==> config.mk <==
export PLATFORM = sky130hd
export DESIGN_NAME = sr_config_sequencer
export DESIGN_NICKNAME = d
export VERILOG_FILES = /design/src/rtl/sr_cfg_pkg.sv /design/src/rtl/sr_phase_timer.sv /design/src/rtl/sr_config_sequencer.sv
export SDC_FILE = /design/constraint.sdc
export NUM_CORES = 1
export LEC_CHECK = 0
export CAP_MARGIN = 20
export CELL_PAD_IN_SITES_DETAIL_PLACEMENT = 1
export CELL_PAD_IN_SITES_GLOBAL_PLACEMENT = 2
export CORE_UTILIZATION = 31
export DETAILED_ROUTE_END_ITERATION = 12
export PLACE_DENSITY_LB_ADDON = 0.1
export SYNTH_ARGS = -nofsm -noshare
export SYNTH_HDL_FRONTEND = slang
export SYNTH_SLANG_ARGS = --single-unit
==> constraint.sdc <==
create_clock -name clk -period 2.3 [get_ports clk]
set_clock_uncertainty 0.05 [all_clocks]
set_input_delay 0.345 -clock clk [delete_from_list [all_inputs] [get_ports clk]]
set_output_delay 0.345 -clock clk [all_outputs]
set_load 0.02 [all_outputs]
==> src/rtl/sr_cfg_pkg.sv <==
// Shared types and constants for the dual-latch configuration chain sequencer.
package sr_cfg_pkg;

    localparam int DEF_BITS = 128;
    localparam int DEF_DIV  = 4;

    typedef enum logic [2:0] {
        S_IDLE,
        S_SETUP,
        S_CK1,
        S_GAP,
        S_CK2,
        S_LDGAP,
        S_LOAD,
        S_FIN
    } sr_seq_state_t;

    // Cycles from the start-accepting edge's cycle to the done pulse.
    function automatic int unsigned seq_cycles(input int unsigned bits,
                                               input int unsigned div,
                                               input logic        with_load);
        return 1 + 4 * div * bits + (with_load ? 2 * div : 0);
    endfunction

endpackage

==> src/rtl/sr_phase_timer.sv <==
// Per-state phase timer: reloads to DIV-1 and flags the last cycle of a phase.
module sr_phase_timer #(
    parameter int DIV = 4
) (
    input  logic clk,
    input  logic res,
    input  logic i_load,
    output logic o_tc
);

    localparam int TW = (DIV > 1) ? $clog2(DIV) : 1;

    logic [TW-1:0] r_cnt;

    always_ff @(posedge clk) begin
        if (res) begin
            r_cnt <= '0;
        end else if (i_load) begin
            r_cnt <= TW'(DIV - 1);
        end else if (r_cnt != '0) begin
            r_cnt <= r_cnt - TW'(1);
        end
    end

    assign o_tc = (r_cnt == '0);

endmodule

==> src/rtl/sr_config_sequencer.sv <==
// Two-phase dual-latch config chain driver: shifts a captured word MSB-first,
// reads the previous chain contents back from sout, and optionally strobes ld.
module sr_config_sequencer
    import sr_cfg_pkg::*;
#(
    parameter int BITS = DEF_BITS,
    parameter int DIV  = DEF_DIV,
    parameter int CNTW = $clog2(BITS + 1)
) (
    input  logic            clk,
    input  logic            res,
    input  logic            start,
    input  logic            load_en,
    input  logic [BITS-1:0] cfg_data,
    output logic            ck1,
    output logic            ck2,
    output logic            sin,
    output logic            ld,
    input  logic            sout,
    output logic            busy,
    output logic            done,
    output logic [BITS-1:0] rb_data
);

    sr_seq_state_t   r_state;
    logic [BITS-1:0] r_shadow;
    logic [BITS-1:0] r_rb;
    logic [CNTW-1:0] r_bitcnt;
    logic            r_ld_q;
    logic [31:0]     r_run_len;

    logic            w_tc;
    logic            w_tmr_load;
    logic            w_last_bit;
    logic [BITS-1:0] w_shadow_nx;

    // Timer is held at DIV-1 while idle so SETUP starts with a full phase.
    assign w_tmr_load  = (r_state == S_IDLE) || w_tc;
    assign w_last_bit  = (r_bitcnt == CNTW'(BITS - 1));
    assign w_shadow_nx = r_shadow << 1;

    sr_phase_timer #(.DIV(DIV)) u_timer (
        .clk    (clk),
        .res    (res),
        .i_load (w_tmr_load),
        .o_tc   (w_tc)
    );

    always_ff @(posedge clk) begin
        if (res) begin
            r_state  <= S_IDLE;
            r_shadow <= '0;
            r_rb     <= '0;
            r_bitcnt <= '0;
            r_ld_q   <= 1'b0;
            ck1      <= 1'b0;
            ck2      <= 1'b0;
            sin      <= 1'b0;
            ld       <= 1'b0;
            busy     <= 1'b0;
            done     <= 1'b0;
            rb_data  <= '0;
        end else begin
            done <= 1'b0;
            case (r_state)
                S_IDLE: if (start) begin
                    r_shadow <= cfg_data;
                    r_ld_q   <= load_en;
                    r_bitcnt <= '0;
                    sin      <= cfg_data[BITS-1];
                    busy     <= 1'b1;
                    r_state  <= S_SETUP;
                end
                S_SETUP: if (w_tc) begin
                    r_rb    <= {r_rb[BITS-2:0], sout};
                    ck1     <= 1'b1;
                    r_state <= S_CK1;
                end
                S_CK1: if (w_tc) begin
                    ck1     <= 1'b0;
                    r_state <= S_GAP;
                end
                S_GAP: if (w_tc) begin
                    ck2     <= 1'b1;
                    r_state <= S_CK2;
                end
                S_CK2: if (w_tc) begin
                    ck2      <= 1'b0;
                    r_shadow <= w_shadow_nx;
                    r_bitcnt <= r_bitcnt + CNTW'(1);
                    if (!w_last_bit) begin
                        sin     <= w_shadow_nx[BITS-1];
                        r_state <= S_SETUP;
                    end else if (r_ld_q) begin
                        r_state <= S_LDGAP;
                    end else begin
                        busy    <= 1'b0;
                        done    <= 1'b1;
                        rb_data <= r_rb;
                        r_state <= S_FIN;
                    end
                end
                S_LDGAP: if (w_tc) begin
                    ld      <= 1'b1;
                    r_state <= S_LOAD;
                end
                S_LOAD: if (w_tc) begin
                    ld      <= 1'b0;
                    busy    <= 1'b0;
                    done    <= 1'b1;
                    rb_data <= r_rb;
                    r_state <= S_FIN;
                end
                S_FIN:   r_state <= S_IDLE;
                default: r_state <= S_IDLE;
            endcase
        end
    end

    // Sequence-length and non-overlap checks; r_run_len feeds nothing else.
    always_ff @(posedge clk) begin
        if (res || r_state == S_IDLE) begin
            r_run_len <= 32'd1;
        end else begin
            r_run_len <= r_run_len + 32'd1;
        end
        if (!res) begin
            assert (!(ck1 && ck2));
            if (done) begin
                assert (r_run_len == seq_cycles(BITS, DIV, r_ld_q));
            end
        end
    end

endmodule

Yosys cells after proc, flatten, opt, wreduce, memory -nomap -nowiden
Index checks and enable logic that the tools add are counted.
Cells by class
  $add $sub $neg: 2
  $mul: 0
  divide/modulo/power cells: 0
  order comparisons: 0
  equal/unequal tests: 18
  shift-type cells: 0
  multiplexer cells: 42
  bitwise gates (word level): 0
  reduce and logical (&&, ||, !) cells: 21
Operator list (number)
  $mux 128: 4
  $pmux 128 s2: 1
  $mux 127: 2
  $pmux 127 s2: 1
  $mux 3: 8
  $pmux 3 s8: 1
  $ne 2x2->1 const B: 10
  $mux 8: 2
  $pmux 8 s2: 1
  $reduce_bool 2->1: 7
  $mux 1: 13
  $eq 3x3->1 const B: 4
  $reduce_and 3->1: 4
  $pmux 1 s2: 5
  $add 8x1->8 const B: 1
  $eq 8x7->1 const B: 1
  $reduce_and 7->1: 1
  $eq 3x2->1 const B: 2
  $mux 2: 3
  $reduce_and 6->1: 1
  $reduce_and 5->1: 1
  $reduce_and 2->1: 2
  $reduce_and 4->1: 1
  $eq 3x1->1 const B: 1
  6 further kinds: 6
Storage, ports and cells
  flip-flop bits (word level): 403
  bits in latches: 0
  bits in writable memories: 0
  memory bits (read-only): 0
  input port bits: 133
  output and inout bits: 134
  word-level logic and storage cells: 96
  memories: 0

Logic depth before layout (Yosys ltp)
Gate-level depths: netlist (run 1).
  word-level depth: 4
  depth in mapped cells: 9
  gate-level depth less buffers: 6

Modules after synthesis
Synthesis (run 1) repeated with hierarchy kept, for this count alone.
Second synthesis, totals
  cells, all modules: 1832
  area total of the unflattened synthesis: 15930.3 µm²
Modules (own cells, without submodules)
  sr_config_sequencer: times used 1, cells each 1822, area an instance 15833.9 µm², seq. area each 8027.7 µm²
  sr_phase_timer: times used 1, cells each 10, area an instance 96.3 µm², seq. area each 40.0 µm²

Worst setup path before layout (run 1)
Ideal clock, no wire load.
  kind: register to register
  from: reg u_timer.r_cnt[0]
  to: reg r_bitcnt[7]
  library setup time: 0.116 ns
  data arrival time: 1.641 ns
  required time: 2.134 ns
  path slack: 0.493 ns
  stages on the path, launching flop included: 7
  buffers on the path: 1
  period minus slack after synthesis: 1.807 ns
  path through: dfxtp_1 inv_1 ha_1 clkbuf_1 nor4bb_1 nand4_1 a31o_2
Between the ends
  cells in the longest elaborated chain, start to end: 3
RTL lines
  start, declared: line sr_phase_timer.sv:13  | logic [TW-1:0] r_cnt;
  start signal, assigned: line sr_phase_timer.sv:19  | r_cnt <= TW'(DIV - 1);
  start signal, assigned: line sr_phase_timer.sv:21  | r_cnt <= r_cnt - TW'(1);
  $logic_not 2->1: line sr_phase_timer.sv:25  | assign o_tc = (r_cnt == '0);
  $ne 2x2->1 (no line)
  $reduce_and 3->1 (no line)
  end signal, assigned: line sr_config_sequencer.sv:90  | r_bitcnt <= r_bitcnt + CNTW'(1);
  end, declared: line sr_config_sequencer.sv:28  | logic [CNTW-1:0] r_bitcnt;
Every way passes these cells.
A chain may end at the register's enable or synchronous reset.

Worst setup path in the final report (run 1)
  from: reg u_timer.r_cnt[0]
  to: reg r_shadow[79]
Between the ends
  cells in the longest elaborated chain, start to end: 3
RTL lines
  $logic_not 2->1: line sr_phase_timer.sv:25
  $ne 2x2->1 (no line)
  $reduce_and 3->1 (no line)
  end signal, assigned: line sr_config_sequencer.sv:67  | r_shadow <= cfg_data;
  end signal, assigned: line sr_config_sequencer.sv:89  | r_shadow <= w_shadow_nx;
  end, declared: line sr_config_sequencer.sv:26  | logic [BITS-1:0] r_shadow;
Every way passes these cells.

==> results of run 1 <==
## power by group
part / total (uW) / switching, uW / internal, uW
logic: 3010 / 1900 / 1110
clock network: 7590 / 2960 / 4630
registers: 7880 / 306 / 7570
total: 18500 / 5160 / 13300
## layout make-up
class | count | share of cell area
Clock buffer | 67 | 0.06555
Antenna cell | 1 | 0.0001212
Timing Repair Buffer | 321 | 0.1679
Tap cell | 664 | 0.04023
Multi-Input combinational cell | 1370 | 0.3247
Inverter | 4 | 0.0007270
Clock inverter | 16 | 0.01012
Sequential cell | 403 | 0.3906
## cell families (layout without fill, tap and decap cells)
logic type      Yosys count  count (layout)  share of synthesized area
compound gates          541             541                     0.2075
simple gates            818             818                     0.2145
other cells               0               1                          0
buf+inv                 192             408                    0.05068
flops                   403             403                     0.5203
mux                       3               3                   0.002017
fa+ha+maj                 2               2                   0.001614
xor+xnor                  6               6                   0.003389
## through the flow
stage	util	hold slack [ns]	cells	total power, uW	setup slack (ns)
6_report	0.4202	0.05781	2846	18480	0.2201
2_1_floorplan	-	0.3583	1965	9930	0.4932
5_1_grt	0.4202	0.04426	2846	19430	0.02923
4_1_cts	0.4201	0.01882	2845	18780	0.1804
3_3_place_gp	0.3883	0.3669	2762	10950	0.1269
3_5_place_dp	0.3883	0.3955	2762	11080	0.005880
## worst paths after layout
path                          from          endpoint  slack (ns)  depth (start not counted)
hold reg to reg   u_timer.r_cnt[0]  u_timer.r_cnt[0]        0.40                          1
setup / recovery  u_timer.r_cnt[0]      r_shadow[79]        0.22                          7
setup reg to reg  u_timer.r_cnt[0]      r_shadow[79]        0.22                          7
hold / removal                 res       rb_data[29]        0.06                          2
## cells in the final DEF, fill, tap and decap left out, types with 2 or more instances in the layout
cell type	instances
nand2_1	518
dfxtp_1	403
a21oi_1	267
clkdlybuf4s50_1	265
nor2_1	142
nand3_1	129
a311oi_1	128
o21ai_0	126
clkbuf_16	49
buf_12	31
buf_4	24
clkbuf_1	12
clkinv_2	10
o21ai_1	8
nand4_1	6
clkbuf_8	6
xor2_1	5
bufinv_16	5
nor3_1	4
inv_1	3
and2_1	2
nand3b_1	2
mux2i_1	2
a31oi_1	2
o211ai_1	2
ha_1	2
## per-layer routing
| metal | wire length [um] | part of all wire | global-route usage | up-vias |
|---|---|---|---|---|
| li1 | - | - | - | 7121 |
| met2 | 22460 | 0.47 | 0.3081 | 200 |
| met5 | 11 | 0.00023 | 0 | - |
| met1 | 22790 | 0.48 | 0.2501 | 6980 |
| met3 | 1753 | 0.037 | 0.02888 | 59 |
| met4 | 950 | 0.020 | 0.05640 | 2 |
## sequential cells by signal (all words and copies together), names as in the netlist
name,cells
r_rb,128
rb_data,128
r_shadow,127
r_bitcnt,8
r_state,3
u_timer.r_cnt,2
busy,1
ck1,1
ck2,1
done,1
ld,1
r_ld_q,1
sin,1
## worst max-delay path, stage by stage, from the launching register on
cell and delay (ns):
dfxtp_1 0.31, inv_1 0.05, ha_1 0.32, mux2_2 0.24, and2_4 0.26, buf_4 0.37
nor2_1 0.09, a311oi_1 0.29
## cells in the mapped netlist, types with 2 or more instances
master / count
buf_1: 2
nor3_1: 4
ha_1: 2
inv_1: 3
o21ai_1: 8
nand4_1: 6
dfxtp_1: 403
and3_1: 2
a311oi_1: 128
a31oi_1: 2
o21ai_0: 127
a21oi_1: 267
buf_2: 46
xor2_1: 5
mux2i_1: 2
and2_1: 3
o211ai_1: 2
nand3_1: 130
nand2_1: 518
nor2_1: 143
clkbuf_1: 139
nand3b_1: 2
==> run summary, run 1 <==
Tmin final: 2.080 ns
DRT Wirelength: 47.97 mm
ANT nets after route: 0
FF+latch count, synth: 403
Clock Tree Buf Depth: 3
Synthesized area: 0.01550 mm^2
Clock-pin transition on the worst setup and hold timing paths: 0.06 ns
Library cells used by synthesis: 43
Crit path capture type: flop
TritonCTS buffer count: 47
Max Fclk: 0.4808 GHz
Cell Rows: 81
Footprint of the multi-input gates: 0.006705 mm^2
Share of post-route cells with drive strength above 1: 0.06373
Post-synthesis sequential area ratio: 0.5203
Htree depth: 2
Power Density: 894.9 mW/mm^2
Worst ir drop on vdd: 0.4988 mV
Die height: 225.6 um
Die area: 0.05091 mm^2
Final hold violations: 0
Final instance area: 0.02065 mm^2
Largest net degree at the start of global routing: 106
Post-CTS Setup Bufs: 0
Hold_buf cts: 0
Mean Syn Cell Area: 7.891 um^2
Core ar.: 0.04915 mm^2
Later-pin clock latency in the skew report: 0.57 ns
RSZ-0062 raised after global routing: no
Setup TNS Final: 0 ns
Fillers: 5830
Cell taking the most area after synthesis: dfxtp_1
Setup CP Type: reg -> reg
DP HPWL: 30.23 mm
Syn nets: 2100
CTS tree: yes
Ys flop type: dfxtp_1
Static Leak: 0.007005 uW
Yosys warning total: 0
CTS resizes: 0
CP Data Required Time: 2.72 ns
Largest cells by area after synthesis: dfxtp_1 (52%), nand2_1 (13%), a21oi_1 (8.6%)
Wirelength per Cell: 16.85 um
Routed vias/inst: 5.046
Syn Inst Count: 1965
Grt ovf: 0
Final worst-path cycle share: 0.9043
Status: finished, final reports clean
# Max-Cap Violations: 0
Clk sinks: 403
DR DRC count: 0
Worst slew pin tran: 0.5305 ns
Critical path peak fanout: 37
Root buf cell: clkbuf_16
First-pass GRT wire length: 77.51 mm
I/O Buffers: 266
Post-synth ARST share: 0
First-pass DRT Iterations: 4
Pins over their slew limit: 0
Total area of sequential cells: 0.008068 mm^2
Initial drt markers: 647
Post-Place Cell Area: 0.01909 mm^2
Final setup violating endpoints: 0
Post-synth EDFFs: 0
Initial antenna violation count: 2
Slew HR: 0.6463
Vias in the first global route: 14720
Die X: 225.6 um
Final #Nets: 2282
Min-delay worst type: in -> reg
Synth-to-Final Area Change: 33.20%
Num ports: 267
GR Util All Layers: 0.1867
Synth top area share: 0.5203
Worst Setup Start Kind: flop
Gpl congestion: 0.7448
Crit path DAT: 2.50 ns
Via count: 14360
Effective utilization at floorplan: 0.3154
No activity file was read; power rests on OpenSTA's default activity.
==> run 2: changes to the inputs <==
- SKIP_CTS_REPAIR_TIMING: unset -> 1
==> results of run 2 <==
Same layout as run 1: the final DEF is identical, and so are final timing and power.
